`config.mk`:
```
export PLATFORM = sky130hd
export DESIGN_NAME = izh_neuron_array_flat
export DESIGN_NICKNAME = d
export VERILOG_FILES = /design/src/rtl/izh_pkg.sv /design/src/rtl/izh_neuron_array_if.sv /design/src/rtl/izh_update_core.sv /design/src/rtl/izh_neuron_array.sv /design/src/flat_wrapper.sv
export SDC_FILE = /design/constraint.sdc
export NUM_CORES = 2
export LEC_CHECK = 0
export BUFFER_PORTS_ARGS = -buffer_cell sky130_fd_sc_hd__buf_2
export CAP_MARGIN = 30
export CELL_PAD_IN_SITES_DETAIL_PLACEMENT = 2
export CELL_PAD_IN_SITES_GLOBAL_PLACEMENT = 2
export CORE_MARGIN = 1.5
export CORE_UTILIZATION = 38
export DETAILED_ROUTE_END_ITERATION = 8
export GPL_ROUTABILITY_DRIVEN = 0
export GPL_TIMING_DRIVEN = 1
export PLACE_DENSITY = 0.84
export REMOVE_ABC_BUFFERS = 1
export SLEW_MARGIN = 20
export SYNTH_ARGS = -nofsm -noshare
export SYNTH_HDL_FRONTEND = slang
export SYNTH_SLANG_ARGS = --single-unit
```
`constraint.sdc`:
```
create_clock -name clk -period 27.7 [get_ports clk]
set_clock_uncertainty 0.05 [all_clocks]
set_input_delay 1.385 -clock clk [delete_from_list [all_inputs] [get_ports clk]]
set_output_delay 1.385 -clock clk [all_outputs]
set_load 0.005 [all_outputs]
```
`src/rtl/izh_pkg.sv`:
```
// izh_pkg: shared FSM type, fixed-point constants and saturation helper
// for the time-multiplexed Izhikevich neuron array.
package izh_pkg;

  typedef enum logic [1:0] {
    S_IDLE,
    S_SWEEP,
    S_DONE
  } izh_state_e;

  localparam int IZH_FRAC_DEF   = 7;
  localparam int IZH_K04_DEF    = 5;
  localparam int IZH_K5         = 5;
  localparam int IZH_K140       = 140;
  localparam int IZH_C_DEF      = -8320;
  localparam int IZH_D_DEF      = 1024;
  localparam int IZH_THRESH_DEF = 3840;

  // 0.04 in Q.frac, rounded; the quadratic term pairs it with >>> 2*frac
  function automatic int k04(input int frac);
    if (frac == IZH_FRAC_DEF) return IZH_K04_DEF;
    return (4 * (1 << frac) + 50) / 100;
  endfunction

  function automatic logic signed [63:0] sat_w(
    input logic signed [63:0] x,
    input int                 w
  );
    logic signed [63:0] hi;
    logic signed [63:0] lo;
    hi = (64'sd1 <<< (w - 1)) - 64'sd1;
    lo = -hi - 64'sd1;
    if (x > hi) return hi;
    if (x < lo) return lo;
    return x;
  endfunction

endpackage

```
`src/rtl/izh_neuron_array_if.sv`:
```
// izh_neuron_array_if: step/spike handshake and state readback bus
// between the current generator and the neuron array.
interface izh_neuron_array_if #(
  parameter int N = 4,
  parameter int W = 16
);
  localparam int IW = (N > 1) ? $clog2(N) : 1;

  logic                step_i;
  logic [N*W-1:0]      currents_i;
  logic                busy_o;
  logic [N-1:0]        spikes_o;
  logic                spike_valid_o;
  logic                overrun_o;
  logic [IW-1:0]       rd_idx_i;
  logic signed [W-1:0] rd_v_o;
  logic signed [W-1:0] rd_u_o;

  modport master (
    output step_i, currents_i, rd_idx_i,
    input  busy_o, spikes_o, spike_valid_o,
    input  overrun_o, rd_v_o, rd_u_o
  );

  modport slave (
    input  step_i, currents_i, rd_idx_i,
    output busy_o, spikes_o, spike_valid_o,
    output overrun_o, rd_v_o, rd_u_o
  );

endinterface

```
`src/rtl/izh_update_core.sv`:
```
// izh_update_core: combinational Izhikevich update for one neuron,
// Q.FRAC arithmetic at 2W+8 bits, saturated back to W bits.
module izh_update_core
  import izh_pkg::*;
#(
  parameter int W        = 16,
  parameter int FRAC     = 7,
  parameter int DT_SHIFT = 4,
  parameter int A        = 3,
  parameter int B        = 26,
  parameter int C        = IZH_C_DEF,
  parameter int D        = IZH_D_DEF,
  parameter int THRESH   = IZH_THRESH_DEF
) (
  input  logic signed [W-1:0] v_i,
  input  logic signed [W-1:0] u_i,
  input  logic signed [W-1:0] cur_i,
  output logic signed [W-1:0] v_o,
  output logic signed [W-1:0] u_o,
  output logic                spike_o
);

  localparam int XW = 2 * W + 8;
  typedef logic signed [XW-1:0] xw_t;

  localparam xw_t K04  = xw_t'(k04(FRAC));
  localparam xw_t K5   = xw_t'(IZH_K5);
  localparam xw_t K140 = xw_t'(IZH_K140) <<< FRAC;
  localparam xw_t KA   = xw_t'(A);
  localparam xw_t KB   = xw_t'(B);
  localparam logic signed [63:0] KD = 64'(D);
  localparam logic signed [63:0] KT = 64'(THRESH);

  xw_t v, u, cur, quad, dv, du, vn, un;
  logic signed [63:0] vs, us;

  always_comb begin
    v    = xw_t'(v_i);
    u    = xw_t'(u_i);
    cur  = xw_t'(cur_i);
    quad = (K04 * v * v) >>> (2 * FRAC);
    dv   = (quad + K5 * v + K140 - u + cur) >>> DT_SHIFT;
    vn   = v + dv;
    du   = (KA * (((KB * v) >>> FRAC) - u)) >>> (FRAC + DT_SHIFT);
    un   = u + du;
    vs   = sat_w(64'(vn), W);
    us   = sat_w(64'(un), W);
    spike_o = vs >= KT;
    v_o  = spike_o ? W'(C) : W'(vs);
    u_o  = spike_o ? W'(sat_w(us + KD, W)) : W'(us);
  end

endmodule

```
`src/rtl/izh_neuron_array.sv`:
```
// izh_neuron_array: N Izhikevich neurons sharing one update core, one
// neuron per cycle per sweep. Optional refractory: IZH_REFRACTORY_EN.
module izh_neuron_array
  import izh_pkg::*;
#(
  parameter int N        = 4,
  parameter int W        = 16,
  parameter int FRAC     = IZH_FRAC_DEF,
  parameter int DT_SHIFT = 4,
  parameter int A        = 3,
  parameter int B        = 26,
  parameter int C        = IZH_C_DEF,
  parameter int D        = IZH_D_DEF,
  parameter int THRESH   = IZH_THRESH_DEF,
  parameter int REFRAC   = 2
) (
  input logic               clk,
  input logic               reset_n,
  izh_neuron_array_if.slave bus
);

  localparam int IW = (N > 1) ? $clog2(N) : 1;
  localparam logic signed [W-1:0] V_RST = W'(C);
  localparam logic signed [W-1:0] U_RST = W'((B * C) >>> FRAC);

  izh_state_e          state_q, state_d;
  logic [IW-1:0]       idx_q, idx_d;
  logic signed [W-1:0] v_q   [N];
  logic signed [W-1:0] u_q   [N];
  logic signed [W-1:0] cur_q [N];
  logic [N-1:0]        shadow_q, spikes_q;
  logic                valid_q, overrun_q;
  logic signed [W-1:0] rd_v_q, rd_u_q;
  logic signed [W-1:0] vn, un;
  logic                spk, last;

`ifdef IZH_REFRACTORY_EN
  localparam int RW = (REFRAC > 0) ? $clog2(REFRAC + 1) : 1;
  logic [RW-1:0] rc_q [N];
`endif

  assign last = idx_q == IW'(N - 1);

  always_comb begin
    state_d = state_q;
    idx_d   = idx_q;
    unique case (state_q)
      S_IDLE: begin
        if (bus.step_i) begin
          state_d = S_SWEEP;
          idx_d   = '0;
        end
      end
      S_SWEEP: begin
        if (last) state_d = S_DONE;
        else      idx_d   = idx_q + IW'(1);
      end
      S_DONE:  state_d = S_IDLE;
      default: state_d = S_IDLE;
    endcase
  end

  always_ff @(posedge clk or negedge reset_n) begin
    if (!reset_n) begin
      state_q <= S_IDLE;
      idx_q   <= '0;
    end else begin
      state_q <= state_d;
      idx_q   <= idx_d;
    end
  end

  izh_update_core #(
    .W(W), .FRAC(FRAC), .DT_SHIFT(DT_SHIFT),
    .A(A), .B(B), .C(C), .D(D), .THRESH(THRESH)
  ) u_core (
    .v_i    (v_q[idx_q]),
    .u_i    (u_q[idx_q]),
    .cur_i  (cur_q[idx_q]),
    .v_o    (vn),
    .u_o    (un),
    .spike_o(spk)
  );

  always_ff @(posedge clk or negedge reset_n) begin
    if (!reset_n) begin
      for (int i = 0; i < N; i++) begin
        v_q[i]   <= V_RST;
        u_q[i]   <= U_RST;
        cur_q[i] <= '0;
`ifdef IZH_REFRACTORY_EN
        rc_q[i]  <= '0;
`endif
      end
      shadow_q  <= '0;
      spikes_q  <= '0;
      valid_q   <= 1'b0;
      overrun_q <= 1'b0;
    end else begin
      valid_q <= 1'b0;
      if (bus.step_i && state_q != S_IDLE) overrun_q <= 1'b1;
      if (state_q == S_IDLE && bus.step_i) begin
        for (int i = 0; i < N; i++)
          cur_q[i] <= bus.currents_i[i*W +: W];
      end
      if (state_q == S_SWEEP) begin
`ifdef IZH_REFRACTORY_EN
        // refractory neuron: clamp v, hold u, count down, no spike
        if (rc_q[idx_q] != '0) begin
          v_q[idx_q]      <= V_RST;
          rc_q[idx_q]     <= rc_q[idx_q] - RW'(1);
          shadow_q[idx_q] <= 1'b0;
        end else begin
          v_q[idx_q]      <= vn;
          u_q[idx_q]      <= un;
          shadow_q[idx_q] <= spk;
          if (spk) rc_q[idx_q] <= RW'(REFRAC);
        end
`else
        v_q[idx_q]      <= vn;
        u_q[idx_q]      <= un;
        shadow_q[idx_q] <= spk;
`endif
      end
      if (state_q == S_DONE) begin
        spikes_q <= shadow_q;
        valid_q  <= 1'b1;
      end
    end
  end

  always_ff @(posedge clk or negedge reset_n) begin
    if (!reset_n) begin
      rd_v_q <= V_RST;
      rd_u_q <= U_RST;
    end else begin
      rd_v_q <= v_q[bus.rd_idx_i];
      rd_u_q <= u_q[bus.rd_idx_i];
    end
  end

  assign bus.busy_o        = state_q != S_IDLE;
  assign bus.spikes_o      = spikes_q;
  assign bus.spike_valid_o = valid_q;
  assign bus.overrun_o     = overrun_q;
  assign bus.rd_v_o        = rd_v_q;
  assign bus.rd_u_o        = rd_u_q;

endmodule

```
`src/flat_wrapper.sv`:
```
// flat-port wrapper written by rule: the top's interface ports become plain ports
module izh_neuron_array_flat import izh_pkg::*;
#(
  parameter int N        = 4,
  parameter int W        = 16,
  parameter int FRAC     = IZH_FRAC_DEF,
  parameter int DT_SHIFT = 4,
  parameter int A        = 3,
  parameter int B        = 26,
  parameter int C        = IZH_C_DEF,
  parameter int D        = IZH_D_DEF,
  parameter int THRESH   = IZH_THRESH_DEF,
  parameter int REFRAC   = 2
)
  (clk, reset_n, bus_step_i, bus_currents_i, bus_rd_idx_i, bus_busy_o, bus_spikes_o, bus_spike_valid_o, bus_overrun_o, bus_rd_v_o, bus_rd_u_o);
  izh_neuron_array_if #(.N(N), .W(W)) bus_i ();
  input logic clk;
  input logic reset_n;
  input wire logic [$bits(bus_i.step_i)-1:0] bus_step_i;
  input wire logic [$bits(bus_i.currents_i)-1:0] bus_currents_i;
  input wire logic [$bits(bus_i.rd_idx_i)-1:0] bus_rd_idx_i;
  output wire logic [$bits(bus_i.busy_o)-1:0] bus_busy_o;
  output wire logic [$bits(bus_i.spikes_o)-1:0] bus_spikes_o;
  output wire logic [$bits(bus_i.spike_valid_o)-1:0] bus_spike_valid_o;
  output wire logic [$bits(bus_i.overrun_o)-1:0] bus_overrun_o;
  output wire logic [$bits(bus_i.rd_v_o)-1:0] bus_rd_v_o;
  output wire logic [$bits(bus_i.rd_u_o)-1:0] bus_rd_u_o;
  assign bus_i.step_i = bus_step_i;
  assign bus_i.currents_i = bus_currents_i;
  assign bus_i.rd_idx_i = bus_rd_idx_i;
  assign bus_busy_o = bus_i.busy_o;
  assign bus_spikes_o = bus_i.spikes_o;
  assign bus_spike_valid_o = bus_i.spike_valid_o;
  assign bus_overrun_o = bus_i.overrun_o;
  assign bus_rd_v_o = bus_i.rd_v_o;
  assign bus_rd_u_o = bus_i.rd_u_o;
  izh_neuron_array #(.N(N), .W(W), .FRAC(FRAC), .DT_SHIFT(DT_SHIFT), .A(A), .B(B), .C(C), .D(D), .THRESH(THRESH), .REFRAC(REFRAC)) u_core (.clk(clk), .reset_n(reset_n), .bus(bus_i));
endmodule
```
==> summary.md <==
| Metric | Value |
|---|---|
| Post-synth EDFFs | 0 |
| Final TNS setup | 0 ps |
| Maxcap violations | 0 |
| Dominant cells by area after synthesis | fa_1, ha_1, dfrtp_1 |
| Hold WC Path Type | reg2reg |
| Status | complete, no violations |
| Syn Inst Count | ~3600 |
| DRT antenna net count | 0 |
| I/O pin total | 108 |
| Post-DP HPWL | 93700 um |
| CP startpoint kind | flop |
| Top-area cell type share of the netlist area | between 20% and 30% |
| Final Worst Setup Slack | about 4000 ps |
| Row count | 107 |
| Vias | approximately 27000 |
| Final Setup Violations | 0 |
| Slew Viols, Final | 0 |
| R2R depth | 77 |
| #FFs+latches synth | about 240 |
| Most common cell in the synthesized netlist | inv_1 |
| Port bufs | approximately 110 |
| Die Height | a little under 300 um |
| Router iterations before antenna repair | 7 |
| Ys async rst share | 100% |
| R2R setup slack | ~4000 ps |
| First-pass GRT wire length | ~190000 um |
| RSZ-0062 raised after global routing | false |
| First-iteration detailed-routing DRC count | around 1500 |
| Worst path buffer plus inverter count | 9 |
| Hold Path Depth | 1 |
| Pre-CTS WS | about 4600 ps |
| Crit path depth | 77 |
| Final WL | 121000 um |
| Min-delay src | u_core.cur_q[17]$_DFFE_PN0P_ |
| Critical path arrival | roughly 24000 ps |
| Mean number of vias per cell | roughly 5.7 |
| Mapped cell area | 32600 um^2 |
| Grt ovf | 0 |
| Hold buffers post-CTS | 0 |
| Slew @ Worst Pin | roughly 1000 ps |
| Synth unique cells | a little under 90 |
| Die area | 87500 um^2 |
| Largest net degree at the start of global routing | 125 |
| Max_slew headroom | 31.6% |
| Final Hold Viols | 0 |
| Vias in the first global route | about 32000 |
| Initial antenna violation count | 2 |
| Fmax | ~0.042 GHz |
| Skew-Pair Late Insertion Delay | about 570 ps |
| Overall Global Routing Usage | 28.2% |
| Share of cells above drive strength 1 | ~13% |
| Root Driver | clkbuf_16 |
| Post-CTS setup buffers | 0 |
| Post-layout minimum cycle time | 23690 ps |
| CTS tree | built |
| Crit end category | flop |
| Die W | 296 um |
| Crit-path max cell delay | roughly 810 ps |
| CORE AREA | around 85000 um^2 |
| CP Data Required Time | 28060 ps |
| H-tree depth | 1 |
| Critical path class | reg2reg |
| Post-Layout Cell Count | 4764 |
| Syn. warnings | 0 |
| Mean Syn Cell Area | 9.18 um^2 |
| CTS Buffer Depth | 3 |
| PostCTS Resize Cnt | 0 |
| Seq/Total Area, Yosys | a little under a fifth |
| Slowest CP cell | xnor2_1 |
| Fill count | just over 9000 |
| Top FF cell, synth | dfrtp_1 |
| Drc violations | 0 |
| Post-synth top cells | inv_1, nand2_1, fa_1 |
| Number of CTS-inserted buffers | 28 |
| RR Endpoint | u_core.v_q[17]$_DFFE_PN0P_ |
| Starting Density | around two fifths |
| Final nets | between 4000 and 5000 |
| Largest fanout on the critical path | 29 |
| Hold EP | u_core.cur_q[17]$_DFFE_PN0P_ |
| Critical R2R Launch | u_core.idx_q[0]$_DFFE_PN0P_ |
| Cells after DPL | ~4700 |
| Tcrit/Tclk final | about 86% |
| Area leader, netlist | fa_1 |
| Critical path's top delay family | compound AO/OA/AOI/OAI gates |
| Critical Path Most Common Cell | o21ai_0 |
| CTS clock-pin slew for the worst setup and hold paths | around 70 ps |
| Wire length per cell | 25.5 um |
| Area Overhead vs Synth | 8.71% |
| Clock Sinks | about 240 |
layer usage:
layer  vias to the layer above  track usage (%)  routed length, um
li1                      11900                -                  -
met1                     14400             33.8              49000
met2                       716             51.4              62500
met3                       269             3.43               5020
met4                         2             10.5               4720
met5                         -                0                 14
worst register-to-register path: cells and delay by family, from the launching register on:
family | cells | cell delay, ps
multiplexers | 1 | 420
buffers and inverters | 9 | 2600
adder cells (fa/ha/maj) | 15 | 6630
AND/OR/NAND/NOR | 18 | 3580
flip-flops | 1 | 740
AO/OA/AOI/OAI | 30 | 8190
XOR/XNOR | 4 | 1350
cell families (layout without fill, tap and decap cells):
| group | Yosys count | count (layout) | share of synthesized area [%] |
|---|---|---|---|
| other | 0 | 1 | 0 |
| AOI/OAI and AO/OA | 618 | 618 | 12.4 |
| buffers and inverters | 718 | 786 | 8.34 |
| muxes | 163 | 163 | 8.06 |
| adders and majority gates | 710 | 710 | 35.5 |
| xor gates and xnor gates | 129 | 129 | 3.47 |
| DFF | 238 | 238 | 18.6 |
| and+or+nand+nor | 975 | 975 | 13.6 |
registers in the layout, summed over array words and instances, names as in the netlist:
signal,cells
u_core.cur_q,64
u_core.u_q,64
u_core.v_q,64
u_core.bus.rd_u_o,16
u_core.bus.rd_v_o,16
u_core.bus.spikes_o,4
u_core.shadow_q,4
u_core.idx_q,2
u_core.state_q,2
u_core.bus.overrun_o,1
u_core.bus.spike_valid_o,1
cells in the final DEF (no fill, tap or decap), types with 19 or more instances in the layout:
cell / n
a31oi_1: 19
o21ai_1: 26
a21oi_1: 119
o21ai_0: 144
fa_1: 358
nor3_1: 47
dfstp_2: 90
a22o_1: 20
nand2_1: 428
nor2b_1: 24
a211oi_1: 21
o21a_1: 24
nand3_1: 46
a21o_1: 61
and2_1: 30
o211ai_1: 62
inv_1: 583
mux2_2: 76
mux4_2: 72
nand2b_1: 21
clkbuf_16: 29
buf_2: 106
nand4_1: 21
xnor2_1: 84
ha_1: 351
buf_4: 37
xor2_1: 45
dfrtp_1: 146
nor2_1: 251
worst max-delay path by stage:
| stage | start | slack (ps) | end |
|---|---|---|---|
| floorplan | u_core.idx_q[0]$_DFFE_PN0P_ | 5480 | u_core.u_q[18]$_DFFE_PN1P_ |
| global placement | u_core.idx_q[0]$_DFFE_PN0P_ | 4460 | u_core.u_q[18]$_DFFE_PN1P_ |
| detailed placement | u_core.idx_q[0]$_DFFE_PN0P_ | 4580 | u_core.u_q[40]$_DFFE_PN1P_ |
| CTS | u_core.idx_q[0]$_DFFE_PN0P_ | 4210 | u_core.v_q[17]$_DFFE_PN0P_ |
| global route | u_core.idx_q[0]$_DFFE_PN0P_ | 2830 | u_core.v_q[17]$_DFFE_PN0P_ |
| finish | u_core.idx_q[0]$_DFFE_PN0P_ | 4010 | u_core.v_q[17]$_DFFE_PN0P_ |
final cells by class:
cell class	instances	area, um^2	share of cell area [%]
flip-flops and latches	238	6070	17.1
repair buffers	145	843	2.38
diodes	1	2.50	0.00707
clock inverters	12	193	0.544
multi-input cells	2595	23800	67.3
clock buffers	40	827	2.34
inverters	589	2210	6.24
well taps	1144	1430	4.04
per-stage QoR:
stage	hold slack [ps]	util, %	instance area (um^2)
after detailed placement	389	40.5	34400
after global placement	390	40.4	34400
after floorplan	394	-	32100
final	453	41.7	35400
after CTS	453	41.7	35400
after global routing	470	41.7	35400
Power is left out: the tool's default activity adds up to more than one toggle a clock period on the data nets, which glitch-free logic cannot reach.
